### config.mk
export PLATFORM = sky130hd
export DESIGN_NAME = regfile_op_sequencer
export DESIGN_NICKNAME = d
export VERILOG_FILES = /design/src/rtl/regfile_op_sequencer.sv
export SDC_FILE = /design/constraint.sdc
export NUM_CORES = 1
export LEC_CHECK = 0
export CAP_MARGIN = 20
export CORE_MARGIN = 5
export CORE_UTILIZATION = 41
export CTS_CLUSTER_SIZE = 28
export DETAILED_ROUTE_END_ITERATION = 16
export GPL_ROUTABILITY_DRIVEN = 0
export PLACE_DENSITY = 0.75
export SLEW_MARGIN = 20
export SYNTH_ARGS = -nofsm -noshare
export SYNTH_HDL_FRONTEND = slang
export SYNTH_SLANG_ARGS = --single-unit
### constraint.sdc
create_clock -name clk_i -period 3.5 [get_ports clk_i]
set_input_delay 0.7 -clock clk_i [delete_from_list [all_inputs] [get_ports clk_i]]
set_output_delay 0.7 -clock clk_i [all_outputs]
set_load 0.02 [all_outputs]
### src/rtl/regfile_op_sequencer.sv
// Single-command sequencer for the 16x16 2R/1W register file: fetch, compute, write back, respond.
// Define REGSEQ_SAT_EN to saturate ADD/ADDI/SUB results instead of wrapping.
module regfile_op_sequencer #(
    parameter int unsigned DATA_W = 16,
    parameter int unsigned ADDR_W = 4
) (
    input  logic              clk_i,
    input  logic              rst_ni,
    input  logic              cmd_valid_i,
    output logic              cmd_ready_o,
    input  logic [2:0]        cmd_op_i,
    input  logic [ADDR_W-1:0] cmd_dst_i,
    input  logic [ADDR_W-1:0] cmd_src1_i,
    input  logic [ADDR_W-1:0] cmd_src2_i,
    input  logic [DATA_W-1:0] cmd_imm_i,
    output logic              rf_write_en_o,
    output logic [ADDR_W-1:0] rf_in_address_o,
    output logic [DATA_W-1:0] rf_wdata_o,
    output logic [ADDR_W-1:0] rf_out1_address_o,
    output logic [ADDR_W-1:0] rf_out2_address_o,
    input  logic [DATA_W-1:0] rf_out1_i,
    input  logic [DATA_W-1:0] rf_out2_i,
    output logic              rsp_valid_o,
    input  logic              rsp_ready_i,
    output logic [DATA_W-1:0] rsp_data_o,
    output logic              rsp_ovf_o
);
    typedef enum logic [1:0] {StIdle, StFetch, StWb, StResp} state_e;

    localparam logic [2:0] OpMovi = 3'd0;
    localparam logic [2:0] OpAdd  = 3'd1;
    localparam logic [2:0] OpSub  = 3'd2;
    localparam logic [2:0] OpAnd  = 3'd3;
    localparam logic [2:0] OpOr   = 3'd4;
    localparam logic [2:0] OpXor  = 3'd5;
    localparam logic [2:0] OpRead = 3'd6;
    localparam logic [2:0] OpAddi = 3'd7;

    state_e              state_q, state_d;
    logic [2:0]          op_q;
    logic [ADDR_W-1:0]   dst_q, raddr1_q, raddr2_q;
    logic [DATA_W-1:0]   imm_q, opa_q, opb_q;
    logic [DATA_W-1:0]   result;
    logic                ovf;
    logic [DATA_W:0]     wide;

    always_ff @(posedge clk_i or negedge rst_ni) begin
        if (!rst_ni) begin
            state_q  <= StIdle;
            op_q     <= OpMovi;
            dst_q    <= '0;
            raddr1_q <= '0;
            raddr2_q <= '0;
            imm_q    <= '0;
            opa_q    <= '0;
            opb_q    <= '0;
        end else begin
            state_q <= state_d;
            if (state_q == StIdle && cmd_valid_i) begin
                op_q  <= cmd_op_i;
                dst_q <= cmd_dst_i;
                imm_q <= cmd_imm_i;
                // MOVI has no FETCH, so read addresses keep their previous value.
                if (cmd_op_i != OpMovi) begin
                    raddr1_q <= cmd_src1_i;
                    raddr2_q <= cmd_src2_i;
                end
            end
            if (state_q == StFetch) begin
                opa_q <= rf_out1_i;
                opb_q <= rf_out2_i;
            end
        end
    end

    always_comb begin
        state_d       = state_q;
        cmd_ready_o   = 1'b0;
        rf_write_en_o = 1'b0;
        rsp_valid_o   = 1'b0;
        case (state_q)
            StIdle: begin
                cmd_ready_o = 1'b1;
                if (cmd_valid_i) state_d = (cmd_op_i == OpMovi) ? StWb : StFetch;
            end
            StFetch: state_d = (op_q == OpRead) ? StResp : StWb;
            StWb: begin
                rf_write_en_o = 1'b1;
                state_d       = StResp;
            end
            StResp: begin
                rsp_valid_o = 1'b1;
                if (rsp_ready_i) state_d = StIdle;
            end
            default: state_d = StIdle;
        endcase
    end

    // Result depends only on registered state, so it is stable through WB and RESP.
    always_comb begin
        wide   = '0;
        result = '0;
        ovf    = 1'b0;
        case (op_q)
            OpMovi: result = imm_q;
            OpAdd: begin
                wide   = {1'b0, opa_q} + {1'b0, opb_q};
                result = wide[DATA_W-1:0];
                ovf    = wide[DATA_W];
            end
            OpSub: begin
                wide   = {1'b0, opa_q} - {1'b0, opb_q};
                result = wide[DATA_W-1:0];
                ovf    = wide[DATA_W];
            end
            OpAnd:  result = opa_q & opb_q;
            OpOr:   result = opa_q | opb_q;
            OpXor:  result = opa_q ^ opb_q;
            OpRead: result = opa_q;
            OpAddi: begin
                wide   = {1'b0, opa_q} + {1'b0, imm_q};
                result = wide[DATA_W-1:0];
                ovf    = wide[DATA_W];
            end
            default: result = opa_q;
        endcase
`ifdef REGSEQ_SAT_EN
        if (ovf) result = (op_q == OpSub) ? '0 : '1;
`else
`endif
    end

    assign rf_in_address_o   = dst_q;
    assign rf_wdata_o        = result;
    assign rf_out1_address_o = raddr1_q;
    assign rf_out2_address_o = raddr2_q;
    assign rsp_data_o        = result;
    assign rsp_ovf_o         = ovf;

endmodule

======== Word-level counts from Yosys, hierarchy flattened ========
Cells that the tools add are included.
word-level totals
  output and inout port bits .............. 48
  input port bits ......................... 67
  memories ................................ 0
  logic and storage cells ................. 43
  flip-flop bits (word level) ............. 65
  latch bits .............................. 0
  bits in writable memories ............... 0
  ROM bits ................................ 0
cells by class
  bitwise operators ....................... 3
  $add $sub $neg .......................... 3
  order comparisons ....................... 0
  shifts and indexed selects .............. 0
  muxes and demuxes ....................... 10
  divide/modulo/power cells ............... 0
  equal/unequal tests ..................... 12
  reduce and logical (&&, ||, !) cells .... 7
  multipliers ............................. 0
operators by type and width
  kind                  count
  $pmux W16 S8          1
  $add A16 B16 Y17      2
  $sub A16 B16 Y17      1
  $and A16 B16 Y16      1
  $or A16 B16 Y16       1
  $xor A16 B16 Y16      1
  $eq A3 B3 Y1 const B  4
  $pmux W2 S4           1
  $eq A3 B2 Y1 const B  2
  $logic_not A3 Y1      2
  $mux W2               3
  $eq A2 B2 Y1 const B  2
  $mux W1               4
  $ne A2 B2 Y1 const B  2
  $reduce_and A2 Y1     2
  $eq A3 B1 Y1 const B  1
  $pmux W1 S3           1
  $reduce_bool A3 Y1    1
  $eq A2 B1 Y1 const B  1
  $logic_not A2 Y1      1
  $logic_and A1 B1 Y1   1

======== Logic depth before layout (Yosys ltp) ========
Gate-level depths: netlist of the first run.
  depth in word-level cells ............... 4
  mapped depth ............................ 13
  depth with buffers taken out ............ 12

======== Worst setup path after synthesis of the first run ========
OpenSTA, ideal clock, no wires.
  path type ............................... register to output
  from .................................... register opa_q[1]
  to ...................................... output port rsp_data_o[12]
  cell stages (with the launch flop) ...... 12
  data required time ...................... 2800 ps
  data arrival time ....................... 2792 ps
  path buffers ............................ 1
  setup slack ............................. 8 ps
  path through ............................ dfrtp_1 -> inv_1 -> fa_1 -> and2b_1 -> o211ai_1 -> a211oi_1 -> nor3_1 -> o21bai_2 -> xor2_1 -> a21oi_1 -> a31oi_1 -> buf_4
between the ends
  longest elaborated chain between the ends .. 2
  elaborated cells between the ends (all ways) .. 4
  those cells by class .................... add/sub (3); mux (1)
RTL lines
  element                                         line  RTL
  start, declared                                 42    logic [DATA_W-1:0] imm_q, opa_q, opb_q;
  start signal, assigned                          70    opa_q <= rf_out1_i;
  $add A16 B16 Y17, or another cell as far along  121   wide = {1'b0, opa_q} + {1'b0, imm_q};
  $pmux W16 S8 *                                  104   case (op_q)
  end, declared                                   25    output logic [DATA_W-1:0] rsp_data_o,
Mark *: on every way between the ends. The rest lies on a longest branch, timed or not.

======== Worst setup path after layout of the first run ========
  from .................................... register opa_q[0]
  to ...................................... output port rf_wdata_o[14]
between the ends
  longest elaborated chain between the ends .. 2
  elaborated cells between the ends (all ways) .. 4
  those cells by class .................... add/sub (3); mux (1)
RTL lines
  element                                         line  RTL
  $add A16 B16 Y17, or another cell as far along  121
  $pmux W16 S8 *                                  104
  end, declared                                   18    output logic [DATA_W-1:0] rf_wdata_o,
Marked as above.

==> results of run 1 <==
==> per-layer routing <==
layer  track usage (%)  up-vias  part of all wire, %
met4              12.8        0                  4.7
met3              6.42      105                   10
met1              29.0     3055                   40
met2              37.0      386                   45
li1                  -     3051                    -
met5                 0        -                    0
==> kinds of logic (layout without fill, tap and decap cells) <==
group | count (synthesis) | in the layout | synth area share (%)
compound gates | 249 | 249 | 25.9
simple gates | 180 | 180 | 13.3
buf+inv | 112 | 322 | 8.28
fa+ha+maj | 74 | 74 | 15.3
flops | 65 | 65 | 26.3
mux | 45 | 45 | 8.34
xor+xnor | 18 | 18 | 2.55
==> placed cells by master, fill, tap and decap left out, types with 5 or more instances in the layout <==
cell type,n
nor2b_1,8
dfrtp_1,60
a21oi_1,48
nand2_1,62
nor2_1,49
a31oi_1,6
o21ai_0,53
o21ai_2,9
nand3_1,9
xnor2_1,7
a211oi_1,5
ha_2,6
ha_4,9
o21a_1,5
buf_6,21
dfrtp_2,5
inv_2,13
a211o_1,7
nand2_2,5
a221oi_2,5
nor3_1,13
a21oi_2,8
ha_1,56
o211ai_1,8
mux2_2,23
a22oi_1,8
clkbuf_16,9
clkdlybuf4s50_1,82
xor2_1,7
mux2i_1,11
o21ai_1,11
buf_4,138
a21o_1,11
inv_1,44
o22ai_1,13
mux2_1,9
o31ai_1,5
==> worst max-delay path by stage <==
| stage | start | end | slack (ns) | cells after the start |
|---|---|---|---|---|
| floorplan | opa_q[1] | rsp_data_o[12] | 0.008 | 11 |
| global placement | opa_q[0] | rf_wdata_o[8] | -0.38 | 12 |
| detailed placement | opa_q[0] | rf_wdata_o[8] | -0.49 | 12 |
| CTS | opa_q[0] | rf_wdata_o[8] | -0.30 | 12 |
| global route | opa_q[0] | rsp_data_o[8] | -0.43 | 12 |
| finish | opa_q[0] | rf_wdata_o[14] | -0.34 | 13 |
==> per-stage QoR <==
| step | area [um^2] | cells | setup WS, ns | hold WS, ns | utilization [%] |
|---|---|---|---|---|---|
| 6_report | 9140 | 1137 | -0.342 | 0.488 | 62.4 |
| 5_1_grt | 9140 | 1137 | -0.427 | 0.512 | 62.4 |
| 4_1_cts | 8760 | 1134 | -0.295 | 0.495 | 59.8 |
| 3_5_place_dp | 8200 | 1112 | -0.488 | 0.481 | 56.0 |
| 3_3_place_gp | 8200 | 1112 | -0.384 | 0.472 | 56.0 |
| 2_1_floorplan | 6180 | 743 | 0.00763 | 0.404 | - |
==> flip-flops by register name (all words and copies together), names as in the netlist <==
signal and cells:
imm_q 16, op_q 3, opa_q 16, opb_q 16, rf_in_address_o 4, rf_out1_address_o 4, rf_out2_address_o 4, state_q 2
==> worst reg2reg max path, cell delays in order (launching register included) <==
cell and delay (ns):
dfrtp_1 0.42, inv_1 0.10, ha_1 0.28, nand2_1 0.11
buf_4 0.22, or2_1 0.36, mux2_1 0.35
==> timing repair <==
item,CTS,global route
resized for setup,181,91
setup endpoints to repair,29,33
buffers inserted,6,5
pin swaps,42,42
==> final cells by class <==
type / count / area share [%]
inverter: 57 / 2.34
multi-input combinational: 566 / 50.2
clock inverter: 7 / 0.918
sequential: 65 / 17.9
timing repair buffer: 249 / 23.7
tap: 184 / 2.52
clock buffer: 9 / 2.47
==> flow_summary.ini, run 1 <==
[status]
status = complete, but fails checks
violations = setup timing

[logic_synthesis]
ys_top_cells_by_area = dfrtp_1 (26%), ha_1 (14%), o21ai_0 (4.6%)
syn_nets = 884
synth.most_common_cell = ha_1
async_reset_ff_share_pct = 100
yosys.area.top_type_share_pct = 26.3
yosysSeqAreaShare_pct = 26.3
yosysWarnings = 0
synth_ff_type = dfrtp_1
synth_common_cells = ha_1 (71), nand2_1 (67), dfrtp_1 (65)
synthCells = 743
avgSynthCellArea_um2 = 8.32
yosys.area.top_type = dfrtp_1
ys_types = 76
ys_seq_elements = 65
synth-edff-count = 0
synth_area_mm2 = 0.00618

[sta]
rsz0062_at_grt = yes
fin_crit_ns = 3.84
hold_violations = 0
clock.fmax_mhz = 260
tns_ns = -3.66
timing.slew.headroom_pct = 44.2
finalMaxSlewViolations = 0
worst_slew_pin_slew_ns = 0.837
finClkSkew_ns = 0.00689
min_period_over_period_pct = 110
fin_ws_ns = -0.342
setup_viol = 19

[clock_tree]
clk_latency_ns = 0.35
postCtsHoldBufs = 0
clk_pin_slew_worst_paths_ns = 0.06
cts.sinks = 65
clockRootBuffer = clkbuf_16
cts_tree = built
cts_max_level = 3
ctsLongestPathBuffers = 2
numCtsBuffers = 9

[run]
cap_violations = 0

[finish]
finalNetCount = 1089
fillers = 1189
drive_gt1_share_pct = 32.9
seq_area_mm2 = 0.00163
area_growth_pct = 47.8
multi_input_area_mm2 = 0.00459
num_antenna_cells = 0

[grt]
grt_max_degree = 66
grtUsageTotal_pct = 23.4
overflow = 0
grt_pass1_wl_um = 33500
antenna_found_initial = 0
grt_pass1_vias = 6616

[drt]
drt-total-wl_um = 21800
drt-initial-drc-count = 605
wl_per_cell_um = 19.2
num_vias = 6597
drc = 0
viasPerCell = 5.80
dr.pass1.iters = 8
ant_nets = 0

[min_path]
min-delay-start = rf_out2_address_o[2]
min_to = rf_out2_address_o[2]
worstHoldPathCells = 1
hold_path_class = register to register

[worst_setup_path]
r2r_cells = 6
path_delay_family = compound AO/OA/AOI/OAI gates
crit_path_start_kind = register
cp.arrival_ns = 3.14
crit_path_max_fanout = 3
r2r_start = state_q[0]
r2r-end = rf_out1_address_o[3]
crit_buf_inv = 3
max_stage_delay_ns = 0.38
crit_path_end_kind = output pin
crit_chain = ha_2, inv_2, fa_2, and2b_1, o211ai_1, a211oi_1, buf_4, nor3_4, o21bai_4, mux2i_1, nor2_1, a211o_1, buf_2
cp_slowest_cell = dfrtp_1
ff2ff_setup_slack_ns = 1.55
cp.required_ns = 2.80
path_class = register to output pin

[floorplanning]
rows = 44
start_util_pct = 42.2
core_mm2 = 0.0146
die_w_um = 133
floorplan.die.height_um = 133
die_area_mm2 = 0.0176
pin_count = 115

[place]
dp_hpwl_um = 15600
port_buffers = 114
Power of run 1 is left out: the tool's default activity adds up to more than one toggle a clock period on the data nets, which glitch-free logic cannot reach.
==> inputs of run 2 (changes only) <==
- SETUP_SLACK_MARGIN: unset -> 0.15
==> run 2 against run 1 <==
Net effect: first-iteration DRC count up 7.8%; register-to-register slack better by 0.20 ns; sequential share of layout area rose by 0.075 points; critical path type unchanged; maximum frequency fell by 1.3%; the flow still finishes with violations (setup timing); sequential cell count unchanged; critical endpoint is now rf_wdata_o[15]; critical path depth is 1 higher.
==> flow_summary.ini, run 2 (synthesized netlist as in run 1, its figures left out) <==
[drt]
drt-initial-drc-count = 652
drc = 0
ant_nets = 0
drt-total-wl_um = 21200
wl_per_cell_um = 18.4
dr.pass1.iters = 8
num_vias = 6638
viasPerCell = 5.76

[sta]
fin_ws_ns = -0.393
tns_ns = -5.36
setup_viol = 21
finClkSkew_ns = 0.00482
min_period_over_period_pct = 111
fin_crit_ns = 3.89
rsz0062_at_grt = yes
finalMaxSlewViolations = 0
hold_violations = 0
clock.fmax_mhz = 257
worst_slew_pin_slew_ns = 0.617
timing.slew.headroom_pct = 58.9

[grt]
overflow = 0
antenna_found_initial = 0
grt_pass1_vias = 6531
grtUsageTotal_pct = 23.4
grt_pass1_wl_um = 33400
grt_max_degree = 65

[worst_setup_path]
crit_path_end_kind = output pin
r2r_cells = 5
cp.required_ns = 2.80
crit_path_max_fanout = 3
cp.arrival_ns = 3.19
crit_path_start_kind = register
r2r-end = rf_out2_address_o[3]
path_class = register to output pin
r2r_start = state_q[0]
ff2ff_setup_slack_ns = 1.75

[floorplanning]
die_area_mm2 = 0.0176
pin_count = 115
rows = 44
die_w_um = 133
core_mm2 = 0.0146
start_util_pct = 42.2
floorplan.die.height_um = 133

[clock_tree]
cts_max_level = 3
postCtsHoldBufs = 0
clk_pin_slew_worst_paths_ns = 0.06
clockRootBuffer = clkbuf_16
numCtsBuffers = 9
clk_latency_ns = 0.35
cts_tree = built
cts.sinks = 65
ctsLongestPathBuffers = 2

[run]
cap_violations = 0

[place]
port_buffers = 114
dp_hpwl_um = 15400
place_inst = 1116

[status]
status = complete, but fails checks
violations = setup timing

[min_path]
hold_path_class = input pin to asynchronous set/reset pin

[finish]
fillers = 1216
layout_commonest_cell = buf_4
finalNetCount = 1105
drive_gt1_share_pct = 32.3
fin_cells = 1152
seq_area_mm2 = 0.00163
multi_input_area_mm2 = 0.00447
num_antenna_cells = 0
reg.largest.list = imm_q: 16 flops, opa_q: 16 flops, opb_q: 16 flops
area_growth_pct = 46.7
final_cell_mix = buf_4 (152), clkdlybuf4s50_1 (80), nand2_1 (66), dfrtp_1 (64), ha_1 (61)
run 2: changes by cell type in the layout (fill, tap and decap cells not counted), sizes merged:
cell           change
dlygate4sd2        +2
clkbuf             +2
bufinv             -1
inv                -3
buf               +18
clkdlybuf4s50      -2
clkinv             +1
clkinvlp           +2
dlymetal6s2s       -4
run 2: critical path, stage by stage, from the launching register on:
cell	delay (ns)
dfrtp_1	0.40
buf_6	0.13
buf_6	0.11
ha_4	0.16
buf_6	0.12
a211o_1	0.31
a21boi_2	0.21
o21bai_2	0.11
a311oi_2	0.28
buf_4	0.19
nor4b_4	0.05
a21oi_2	0.10
nand3_1	0.08
o32a_1	0.42
buf_6	0.16
run 2: area by class of cell:
cell class              count  area share, %
clock buffers               9           2.48
inverters                  57           2.36
clock inverters             6          0.497
multi-input cells         566           49.2
well taps                 184           2.54
flip-flops and latches     65           17.9
repair buffers            265           24.9
run 2: timing repair:
item                                    4_1_cts  5_1_grt
gates resized for setup                     213       42
setup buffers                                10       11
pin swaps                                    41       35
endpoints found under the hold margin         0        0
endpoints found under the setup margin       33       31
run 2: worst max-delay path by stage:
stage	from	endpoint	cells past startpoint
after floorplan	opa_q[0]	rsp_data_o[12]	13
after global placement	opa_q[0]	rf_wdata_o[8]	12
after detailed placement	imm_q[0]	rf_wdata_o[8]	12
after CTS	opa_q[0]	rf_wdata_o[8]	12
after global routing	opa_q[0]	rsp_data_o[14]	13
final	opa_q[0]	rf_wdata_o[15]	14
run 2: per-layer routing:
layer | track usage, % | vias up | wire, um
met5 | 0 | - | 0
met2 | 38.9 | 367 | 9860
met3 | 6.53 | 84 | 2030
met1 | 28.5 | 3098 | 8410
li1 | - | 3089 | -
met4 | 9.53 | 0 | 859
run 2: metrics by stage:
step | hold slack [ns] | cell area, um^2 | setup WS [ns] | util, %
2_1_floorplan | 0.404 | 6210 | 0.143 | -
3_3_place_gp | 0.472 | 8250 | -0.346 | 56.3
3_5_place_dp | 0.483 | 8250 | -0.434 | 56.3
4_1_cts | 0.499 | 8860 | -0.342 | 60.5
5_1_grt | 0.421 | 9070 | -0.501 | 61.9
6_report | 0.360 | 9070 | -0.393 | 61.9
Power of run 2 is left out for the same reason.
==> inputs of run 3 (changes only) <==
- DONT_BUFFER_PORTS: unset -> 1
- PLACE_DENSITY: 0.75 -> 0.62
==> run 3 against run 2 <==
Net effect: the run still ends with setup timing left; critical path depth unchanged; clock skew up 0.0023 ns; maximum frequency up 2.4%; design area down 19%; global-route usage down 1.7 points; first-iteration DRC count down 34%; non-clock buffer count down 200; sequential cell count unchanged; sequential share of layout area up 4.3 points; worst setup slack better by 0.091 ns; clock-buffer cell count unchanged; wire length down 7.4%; largest cell class unchanged.
==> flow_summary.ini, run 3 (synthesized netlist as in run 1, its figures left out) <==
[drt]
num_vias = 5822
dr.pass1.iters = 5
drt-initial-drc-count = 429
viasPerCell = 6.11
drc = 0
drt-total-wl_um = 19600
ant_nets = 0
wl_per_cell_um = 20.6

[worst_setup_path]
r2r_start = state_q[0]
max_stage_delay_ns = 0.37
cp.required_ns = 2.80
crit_chain = ha_2, inv_2, fa_2, and2b_1, o211ai_1, buf_4, a211oi_2, buf_4, nor3_2, o21bai_2, mux2i_1, nor2_1, a211o_1, buf_12
cp_slowest_cell = dfrtp_1
r2r_cells = 5
path_delay_family = compound AO/OA/AOI/OAI gates
ff2ff_setup_slack_ns = 1.60
cp.arrival_ns = 3.10
crit_path_end_kind = output pin
crit_buf_inv = 4
r2r-end = rf_out1_address_o[3]
path_class = register to output pin
crit_top_cell = buf_4
crit_path_max_fanout = 3
crit_path_start_kind = register

[floorplanning]
die_area_mm2 = 0.0176
start_util_pct = 42.2
rows = 44
core_mm2 = 0.0146
floorplan.die.height_um = 133
pin_count = 115
die_w_um = 133

[grt]
grt_pass1_vias = 5836
overflow = 0
grt_pass1_wl_um = 30700
grt_max_degree = 66
antenna_found_initial = 0
grtUsageTotal_pct = 21.7

[sta]
timing.slew.headroom_pct = 63.0
finClkSkew_ns = 0.00714
rsz0062_at_grt = yes
worst_slew_pin_slew_ns = 0.551
clock.fmax_mhz = 263
finalMaxSlewViolations = 0
fin_ws_ns = -0.302
min_period_over_period_pct = 109
hold_violations = 0
fin_crit_ns = 3.80
setup_viol = 21

[finish]
fillers = 1403
final_cell_mix = nand2_1 (65), dfrtp_1 (65), ha_1 (63), o21ai_0 (55), buf_4 (55)
reg.largest.list = imm_q: 16 flops, opa_q: 16 flops, opb_q: 16 flops
num_antenna_cells = 0
finalNetCount = 905
drive_gt1_share_pct = 23.8
area_growth_pct = 18.3

[clock_tree]
clk_latency_ns = 0.35
clk_pin_slew_worst_paths_ns = 0.07
postCtsHoldBufs = 0
numCtsBuffers = 9
cts.sinks = 65
cts_max_level = 3
cts_tree = built
ctsLongestPathBuffers = 2
clockRootBuffer = clkbuf_16

[status]
violations = setup timing
status = complete, but fails checks

[place]
port_buffers = 0
dp_hpwl_um = 14400
place_ws_ns = -0.0831

[min_path]
hold_path_class = input pin to asynchronous set/reset pin

[run]
cap_violations = 0
[run 3: cell types whose count changed in the layout (fill, tap and decap cells not counted), moves of 3 or more]
cell,before,now
buf_6,23,5
o31ai_1,3,6
clkdlybuf4s50_1,80,0
clkbuf_2,3,0
buf_2,4,0
a221oi_1,1,4
buf_12,0,5
buf_4,152,55
a21oi_4,3,0
[run 3: worst reg2reg max path, stage by stage (launching register included)]
cell	delay, ns
dfrtp_1	0.42
inv_1	0.10
ha_1	0.42
nand2_1	0.11
or2_1	0.36
mux2_1	0.37
[run 3: layout make-up]
type | instances | area, um^2 | area share, %
Multi-Input combinational cell | 566 | 4340 | 59.4
Clock inverter | 7 | 103 | 1.40
Clock buffer | 9 | 225 | 3.08
Tap cell | 184 | 230 | 3.15
Inverter | 57 | 216 | 2.96
Sequential cell | 65 | 1630 | 22.3
Timing Repair Buffer | 65 | 569 | 7.79
[run 3: how the worst max path moves through the flow]
stage / end / cells after the start / start
CTS: rsp_data_o[8] / 13 / opa_q[0]
global route: rsp_data_o[14] / 14 / opa_q[0]
global placement: rsp_data_o[14] / 13 / opa_q[0]
detailed placement: rsp_data_o[14] / 13 / opa_q[0]
finish: rsp_data_o[14] / 14 / opa_q[0]
floorplan: rsp_data_o[12] / 13 / opa_q[0]
[run 3: through the flow]
step / area [um^2] / hold WS [ns] / utilization (%) / instances / TNS (ns)
global route: 7310 / 0.0270 / 49.9 / 953 / -7.17
global placement: 6540 / 0.408 / 44.7 / 917 / -0.166
CTS: 7200 / 0.0307 / 49.2 / 948 / -3.44
detailed placement: 6540 / 0.408 / 44.7 / 917 / -0.286
floorplan: 6210 / 0.404 / - / 743 / 0
finish: 7310 / 0.0452 / 49.9 / 953 / -4.11
[run 3: metal layers]
layer,global-route usage (%),share of wire (%),vias up
met5,0,0,-
met4,9.53,3.3,0
met3,5.35,7.4,51
met2,35.9,48,274
met1,26.7,41,2813
li1,-,-,2684
[run 3: timing repair]
| item | 4_1_cts | 5_1_grt |
|---|---|---|
| resized for setup | 48 | 16 |
| buffers inserted | 15 | 5 |
| gates cloned | 0 | 0 |
| endpoints found under the setup margin | 23 | 31 |
| pin swaps | 32 | 27 |
Power of run 3 is left out for the same reason.
